--- src/rtl/wash_phase_timer_pkg.sv ---
// Shared types and the per-program duration table for the washer phase timer.
package wash_timer_pkg;

  localparam int DUR_W = 8;

  typedef enum logic [2:0] {
    PH_IDLE       = 3'd0,
    PH_WASH       = 3'd1,
    PH_RINSE_WAIT = 3'd2,
    PH_RINSE      = 3'd3,
    PH_SPIN_WAIT  = 3'd4,
    PH_SPIN       = 3'd5
  } phase_e;

  typedef enum logic [1:0] {
    PROG_QUICK  = 2'd0,
    PROG_NORMAL = 2'd1,
    PROG_HEAVY  = 2'd2,
    PROG_RSVD   = 2'd3
  } prog_e;

  typedef enum logic [1:0] {
    SEG_WASH  = 2'd0,
    SEG_RINSE = 2'd1,
    SEG_SPIN  = 2'd2
  } seg_e;

  // Reserved code runs as a normal program.
  function automatic prog_e norm_prog(logic [1:0] p);
    return (p == 2'd3) ? PROG_NORMAL : prog_e'(p);
  endfunction

  function automatic logic [DUR_W-1:0] dur(prog_e p, seg_e s);
    logic [DUR_W-1:0] w, r, sp;
    case (p)
      PROG_QUICK: begin w = 8'd5;  r = 8'd3;  sp = 8'd2; end
      PROG_HEAVY: begin w = 8'd20; r = 8'd10; sp = 8'd8; end
      default:    begin w = 8'd10; r = 8'd6;  sp = 8'd4; end
    endcase
    case (s)
      SEG_WASH:  return w;
      SEG_RINSE: return r;
      default:   return sp;
    endcase
  endfunction

endpackage

--- src/rtl/wash_phase_timer_if.sv ---
// Washer-facing signal bundle for the phase timer; slave is the timer side.
interface wash_phase_timer_if;
  logic       start;
  logic       door_close;
  logic [1:0] prog;
  logic       motor_on;
  logic       fill_value_on;
  logic       drain_value_on;
  logic       drained;
  logic       abort;
  logic       fault_clr;
  logic       cycle_timeout;
  logic       spin_timeout;
  logic [7:0] remaining;
  logic [2:0] phase;
  logic       busy;
  logic       fault;

  modport slave (
    input  start, door_close, prog, motor_on, fill_value_on, drain_value_on,
           drained, abort, fault_clr,
    output cycle_timeout, spin_timeout, remaining, phase, busy, fault
  );

  modport master (
    output start, door_close, prog, motor_on, fill_value_on, drain_value_on,
           drained, abort, fault_clr,
    input  cycle_timeout, spin_timeout, remaining, phase, busy, fault
  );
endinterface

--- src/rtl/wash_phase_timer_tick_prescaler.sv ---
// Free-running 0..CLK_PER_TICK-1 divider; tick is high on the wrap cycle.
module tick_prescaler #(
  parameter int CLK_PER_TICK = 100000000
) (
  input  logic clk,
  input  logic reset,
  input  logic clear,
  input  logic enable,
  output logic tick
);
  localparam int CW = $clog2(CLK_PER_TICK);
  localparam logic [CW-1:0] LAST = CW'(CLK_PER_TICK - 1);

  logic [CW-1:0] cnt_q, cnt_d;

  always_comb begin
    cnt_d = cnt_q;
    tick  = 1'b0;
    if (clear) begin
      cnt_d = '0;
    end else if (enable) begin
      if (cnt_q == LAST) begin
        cnt_d = '0;
        tick  = 1'b1;
      end else begin
        cnt_d = cnt_q + 1'b1;
      end
    end
  end

  always_ff @(posedge clk or posedge reset) begin
    if (reset) cnt_q <= '0;
    else       cnt_q <= cnt_d;
  end
endmodule

--- src/rtl/wash_phase_timer.sv ---
// Wash/rinse/spin sequencer generating washer timeouts, plus fill/drain watchdog.
import wash_timer_pkg::*;

module wash_phase_timer #(
  parameter int CLK_PER_TICK = 100000000,
  parameter int FAULT_TICKS  = 120
) (
  input logic clk,
  input logic reset,
  wash_phase_timer_if.slave bus
);
  localparam int WW = $clog2(FAULT_TICKS + 1);
  localparam logic [WW-1:0] WD_MAX = WW'(FAULT_TICKS);

  phase_e           state_q, state_d;
  prog_e            prog_q, prog_d;
  logic [DUR_W-1:0] rem_q, rem_d;
  logic             cto_q, cto_d, sto_q, sto_d;
  logic             fault_q, fault_d;
  logic [WW-1:0]    wd_q, wd_d;
  logic             ph_clear, ph_en, ph_tick;
  logic             wd_act, wd_tick;

  // Prescaler restarts on every timed-phase entry so each phase is exactly N ticks.
  assign ph_clear = bus.abort
                  | ((state_q == PH_IDLE || state_q == PH_RINSE_WAIT) && bus.motor_on)
                  | ((state_q == PH_SPIN_WAIT) && bus.drain_value_on && bus.drained);
  assign ph_en    = (state_q == PH_SPIN)
                  | ((state_q == PH_WASH || state_q == PH_RINSE) && bus.motor_on);

  tick_prescaler #(.CLK_PER_TICK(CLK_PER_TICK)) u_ph_pre (
    .clk(clk), .reset(reset), .clear(ph_clear), .enable(ph_en), .tick(ph_tick)
  );

  assign wd_act = bus.fill_value_on | bus.drain_value_on;

  tick_prescaler #(.CLK_PER_TICK(CLK_PER_TICK)) u_wd_pre (
    .clk(clk), .reset(reset), .clear(~wd_act), .enable(wd_act), .tick(wd_tick)
  );

  always_comb begin
    state_d = state_q;
    prog_d  = prog_q;
    rem_d   = rem_q;
    cto_d   = 1'b0;
    sto_d   = 1'b0;
    if (bus.abort) begin
      state_d = PH_IDLE;
      rem_d   = '0;
    end else begin
      case (state_q)
        PH_IDLE: begin
          if (bus.start && bus.door_close) prog_d = norm_prog(bus.prog);
          if (bus.motor_on) begin
            state_d = PH_WASH;
            rem_d   = dur(prog_d, SEG_WASH);
          end
        end
        PH_WASH, PH_RINSE: begin
          if (ph_tick) begin
            if (rem_q == 8'd1) begin
              rem_d   = '0;
              cto_d   = 1'b1;
              state_d = (state_q == PH_WASH) ? PH_RINSE_WAIT : PH_SPIN_WAIT;
            end else begin
              rem_d = rem_q - 1'b1;
            end
          end
        end
        PH_RINSE_WAIT: begin
          if (bus.motor_on) begin
            state_d = PH_RINSE;
            rem_d   = dur(prog_q, SEG_RINSE);
          end
        end
        PH_SPIN_WAIT: begin
          if (bus.drain_value_on && bus.drained) begin
            state_d = PH_SPIN;
            rem_d   = dur(prog_q, SEG_SPIN);
          end
        end
        PH_SPIN: begin
          if (ph_tick) begin
            if (rem_q == 8'd1) begin
              rem_d   = '0;
              sto_d   = 1'b1;
              state_d = PH_IDLE;
            end else begin
              rem_d = rem_q - 1'b1;
            end
          end
        end
        default: begin
          state_d = PH_IDLE;
          rem_d   = '0;
        end
      endcase
    end
  end

  // Watchdog saturates at the limit; clear beats a same-cycle set.
  always_comb begin
    wd_d = wd_q;
    if (!wd_act)                        wd_d = '0;
    else if (wd_tick && wd_q != WD_MAX) wd_d = wd_q + 1'b1;
    fault_d = fault_q | (wd_d == WD_MAX);
    if (bus.fault_clr) fault_d = 1'b0;
  end

  always_ff @(posedge clk or posedge reset) begin
    if (reset) begin
      state_q <= PH_IDLE;
      prog_q  <= PROG_NORMAL;
      rem_q   <= '0;
      cto_q   <= 1'b0;
      sto_q   <= 1'b0;
      fault_q <= 1'b0;
      wd_q    <= '0;
    end else begin
      state_q <= state_d;
      prog_q  <= prog_d;
      rem_q   <= rem_d;
      cto_q   <= cto_d;
      sto_q   <= sto_d;
      fault_q <= fault_d;
      wd_q    <= wd_d;
    end
  end

  assign bus.cycle_timeout = cto_q;
  assign bus.spin_timeout  = sto_q;
  assign bus.remaining     = rem_q;
  assign bus.phase         = state_q;
  assign bus.busy          = (state_q != PH_IDLE);
  assign bus.fault         = fault_q;
endmodule

--- src/flat_wrapper.sv ---
// flat-port wrapper written by rule: the top's interface ports become plain ports
module wash_phase_timer_flat 
#(
  parameter int CLK_PER_TICK = 100000000,
  parameter int FAULT_TICKS  = 120
)
  (clk, reset, bus_start, bus_door_close, bus_prog, bus_motor_on, bus_fill_value_on, bus_drain_value_on, bus_drained, bus_abort, bus_fault_clr, bus_cycle_timeout, bus_spin_timeout, bus_remaining, bus_phase, bus_busy, bus_fault);
  wash_phase_timer_if bus_i ();
  input logic clk;
  input logic reset;
  input wire logic [$bits(bus_i.start)-1:0] bus_start;
  input wire logic [$bits(bus_i.door_close)-1:0] bus_door_close;
  input wire logic [$bits(bus_i.prog)-1:0] bus_prog;
  input wire logic [$bits(bus_i.motor_on)-1:0] bus_motor_on;
  input wire logic [$bits(bus_i.fill_value_on)-1:0] bus_fill_value_on;
  input wire logic [$bits(bus_i.drain_value_on)-1:0] bus_drain_value_on;
  input wire logic [$bits(bus_i.drained)-1:0] bus_drained;
  input wire logic [$bits(bus_i.abort)-1:0] bus_abort;
  input wire logic [$bits(bus_i.fault_clr)-1:0] bus_fault_clr;
  output wire logic [$bits(bus_i.cycle_timeout)-1:0] bus_cycle_timeout;
  output wire logic [$bits(bus_i.spin_timeout)-1:0] bus_spin_timeout;
  output wire logic [$bits(bus_i.remaining)-1:0] bus_remaining;
  output wire logic [$bits(bus_i.phase)-1:0] bus_phase;
  output wire logic [$bits(bus_i.busy)-1:0] bus_busy;
  output wire logic [$bits(bus_i.fault)-1:0] bus_fault;
  assign bus_i.start = bus_start;
  assign bus_i.door_close = bus_door_close;
  assign bus_i.prog = bus_prog;
  assign bus_i.motor_on = bus_motor_on;
  assign bus_i.fill_value_on = bus_fill_value_on;
  assign bus_i.drain_value_on = bus_drain_value_on;
  assign bus_i.drained = bus_drained;
  assign bus_i.abort = bus_abort;
  assign bus_i.fault_clr = bus_fault_clr;
  assign bus_cycle_timeout = bus_i.cycle_timeout;
  assign bus_spin_timeout = bus_i.spin_timeout;
  assign bus_remaining = bus_i.remaining;
  assign bus_phase = bus_i.phase;
  assign bus_busy = bus_i.busy;
  assign bus_fault = bus_i.fault;
  wash_phase_timer #(.CLK_PER_TICK(CLK_PER_TICK), .FAULT_TICKS(FAULT_TICKS)) u_core (.clk(clk), .reset(reset), .bus(bus_i));
endmodule
--- config.mk ---
export PLATFORM = sky130hd
export DESIGN_NAME = wash_phase_timer_flat
export DESIGN_NICKNAME = d
export VERILOG_FILES = /design/src/rtl/wash_phase_timer_pkg.sv /design/src/rtl/wash_phase_timer_if.sv /design/src/rtl/wash_phase_timer_tick_prescaler.sv /design/src/rtl/wash_phase_timer.sv /design/src/flat_wrapper.sv
export SDC_FILE = /design/constraint.sdc
export NUM_CORES = 1
export LEC_CHECK = 0
export ABC_CLOCK_PERIOD_IN_PS = 3700
export CAP_MARGIN = 10
export CORE_UTILIZATION = 60
export CTS_BUF_LIST = sky130_fd_sc_hd__clkbuf_4 sky130_fd_sc_hd__clkbuf_8 sky130_fd_sc_hd__clkbuf_16
export DETAILED_ROUTE_END_ITERATION = 8
export GPL_TIMING_DRIVEN = 0
export PLACE_DENSITY = 0.8
export SLEW_MARGIN = 20
export SYNTH_ARGS = -nofsm -noshare
export SYNTH_HDL_FRONTEND = slang
export SYNTH_SLANG_ARGS = --single-unit
--- constraint.sdc ---
create_clock -name clk -period 3.7 [get_ports clk]
set_clock_uncertainty 0.15 [all_clocks]
set_input_delay 1.11 -clock clk [delete_from_list [all_inputs] [get_ports clk]]
set_output_delay 1.11 -clock clk [all_outputs]
set_load 0.01 [all_outputs]
==> metrics.md <==
| Metric | Value |
|---|---|
| Mux share of post-synthesis cell area | `0.922%` |
| Compound-Gate Fraction of Synth Area | `11.1%` |
| TritonCTS clock tree | `yes` |
| Core region area | `6910 µm²` |
| Crit. End Element | `output port` |
| Worst setup SP type | `flop` |
| Post-synthesis xor/xnor area fraction | `8.07%` |
| MaxCap Viol Count | `0` |
| Simple-gate portion of the synthesized area | `30.8%` |
| Vias per cell | `5.92` |
| Final Cell Area | `4910 µm²` |
| Reg2Reg Depth | `8` |
| Post-place setup slack | `205 ps` |
| N_diodes | `0` |
| Area occupied by multi-input gates | `2280 µm²` |
| Hpwl dp | `6710 µm` |
| Adder-cell share of the synthesized area | `1.73%` |
| FF/Latch Area | `1930 µm²` |
| Yosys warnings | `0` |
| Worst min path class | `flop to flop` |
| First-pass GRT wire length | `15900 µm` |
| Critical-path cell list | `clkbuf_1 -> or3_1 -> clkdlybuf4s50_1` |
| Crit path max fanout | `10` |
| Seq/Total Area, Yosys | `44.4%` |
| Largest net degree at the start of global routing | `43` |
| Die width | `87.1 µm` |
| Pwr dens | `349 nW/µm²` |
| DR iter-0 viols | `178` |
| Total power | `1720 µW` |
| Num ports | `27` |
| Post-route DRC | `0` |
| Clock root buffer | `clkbuf_8` |
| Postcts setup bufs | `0` |
| Max Transition Viols Final | `0` |
| Yosys top cell by area | `dfrtp_1` |
| Clk slew on worst S/H paths | `80 ps` |
| Clock Tree Buf Depth | `2` |
| Initial antenna violation count | `0` |
| Synth Flop Type | `dfrtp_1` |
| Vias | `3626` |
| Synth Instances | `475` |
| Post-synth net total | `493` |
| H-tree Lvls | `3` |
| Avg Cell Area, Syn | `9.14 µm²` |
| Row cnt | `30` |
| # nets final | `531` |
| Peak supply drop | `0.202 mV` |
| Ratio of cells with drive above 1 in the final layout | `7.74%` |
| Post-synth ARST share | `100%` |
| Netlist cell types | `62` |
| GRT Resource Usage Total | `27.2%` |
| Initial Utilization | `62.9%` |
| Wirelength per Cell | `15.6 µm` |
| TritonCTS Buffers | `9` |
| GPL Wtd Cong | `0.870` |
| Synth top area share | `43.8%` |
| Fin crit share | `88.1%` |
| Relative slew margins | `43.4%` |
| CTS resizes | `0` |
| Top post-synthesis cells by area | `dfrtp_1 (44%), nor2_1 (6.6%), xnor2_1 (4.4%), xor2_1 (3.6%), a21oi_1 (3.0%)` |
| Total wire length | `9540 µm` |
| FMAX | `307 MHz` |
| Filler instances | `555` |
| Pleak | `0.00196 µW` |
| Most common library cells after synthesis | `dfrtp_1 (76), nor2_1 (76), nand2_1 (31)` |
| Antenna Nets Post-Route | `0` |
| Crit-path slowest cell | `clkdlybuf4s50_1` |
| # clock sinks | `77` |
| Clk Latency, worst-skew pair | `360 ps` |
| Hold buffers post-CTS | `0` |
| PnR worst setup slack | `441 ps` |
| GR Overflow Total | `0` |
| Vias in the first global route | `3483` |
| Final setup viols | `0` |
| Worst EP arrival | `2000 ps` |
| Status | `complete, no violations` |
| Worst slew pin tran | `835 ps` |
| Final hold vios | `0` |
| DIE AREA | `7580 µm²` |
| Die Y-Extent | `87.1 µm` |
| Post-synth EDFFs | `0` |
| Crit path largest cell delay | `500 ps` |
| Final min period | `3260 ps` |
| Dpl cell area | `4740 µm²` |
| Number of synthesized register bits | `77` |
| Crit Path Class | `flop to output port` |
| Synthesized area | `4340 µm²` |
| PortBufs | `26` |
| Largest family of logic cells by synthesized area | `simple AND/OR/NAND/NOR gates` |
| Syn-to-layout area delta | `13.1%` |
| Hold Crit Depth | `1` |
| Unrepaired setup endpoints after global routing | `false` |
| Drt pass-1 iters | `7` |
| CP required | `2440 ps` |
## critical path, delay by kind of cell, from the launching register on
| family | cells | cell delay (ps) |
|---|---|---|
| buffers and inverters | 2 | 740 |
| flip-flops | 1 | 430 |
| AND/OR/NAND/NOR | 1 | 460 |
## through the flow
step                      std cells  util (%)  hold WS, ps  TNS, ps
final                           613      71.1          374        0
after detailed placement        598      68.7          365        0
after global routing            613      71.1          422        0
after floorplan                 475         -          298        0
after CTS                       613      71.1          377        0
after global placement          597      68.4          322   -58150
## area by class of cell
cell class	count	share of cell area [%]
clock buffer	9	2.52
clock inverter	6	0.841
buffer	14	1.33
timing repair buffer	27	5.71
sequential	77	39.3
inverter	17	1.35
multi-input combinational	367	46.5
tap	96	2.45
## cell families after synthesis
group / Yosys count
and+or+nand+nor: 242
AOI/OAI and AO/OA: 75
xor gates and xnor gates: 40
muxes: 4
DFF: 77
buffers and inverters: 31
adders and majority gates: 6
## cells in the final DEF, fill, tap and decap left out, drive strengths merged, types with 12 or more instances in the layout
cell type and n:
nand4 12, clkbuf 18, clkdlybuf4s50 26, nand2 31, o21ai 20, or3 18
nor2 76, a21oi 27, nand3 21, xnor2 22, nor3 21, xor2 18
dfrtp 76, inv 17
## state kept, by name, summed over array words and instances, names as in the netlist
| name | flops |
|---|---|
| u_core.bus.remaining | 8 |
| u_core.bus.fault | 1 |
| u_core.bus.phase | 3 |
| u_core.bus.cycle_timeout | 1 |
| u_core.prog_q | 2 |
| u_core.bus.spin_timeout | 1 |
| u_core.u_ph_pre.cnt_q | 27 |
| u_core.wd_q | 7 |
| u_core.u_wd_pre.cnt_q | 27 |
## final timing paths
check | startpoint | endpoint | slack, ps
worst max-delay path | u_core.bus.phase[2]$_DFFE_PP0P_ | bus_busy | 440
worst min-delay path | u_core.u_wd_pre.cnt_q[0]$_DFF_PP0_ | u_core.u_wd_pre.cnt_q[0]$_DFF_PP0_ | 370
worst max register to register | u_core.bus.phase[1]$_DFFE_PP0P_ | u_core.u_ph_pre.cnt_q[9]$_DFFE_PP0P_ | 1110
worst min register to register | u_core.u_wd_pre.cnt_q[0]$_DFF_PP0_ | u_core.u_wd_pre.cnt_q[0]$_DFF_PP0_ | 370
max in group asynchronous | reset | u_core.u_wd_pre.cnt_q[25]$_DFF_PP0_ | 1800
min in group asynchronous | reset | u_core.wd_q[6]$_DFF_PP0_ | 1020
## metal layers
| layer | up-vias | GRT usage, % | wire length [µm] | share of wire, % |
|---|---|---|---|---|
| li1 | 1764 | - | - | - |
| met1 | 1757 | 33.5 | 4180 | 44 |
| met2 | 84 | 45.6 | 4800 | 50 |
| met3 | 21 | 5.69 | 339 | 3.6 |
| met4 | 0 | 13.3 | 222 | 2.3 |
| met5 | - | 0 | 0 | 0 |
## where the power goes
| part | total [µW] | switching [µW] | internal (µW) |
|---|---|---|---|
| sequential | 918 | 41.7 | 876 |
| combinational | 244 | 134 | 109 |
| clock | 553 | 316 | 238 |
| total | 1720 | 492 | 1220 |
Power figures use the tool's default switching activity.
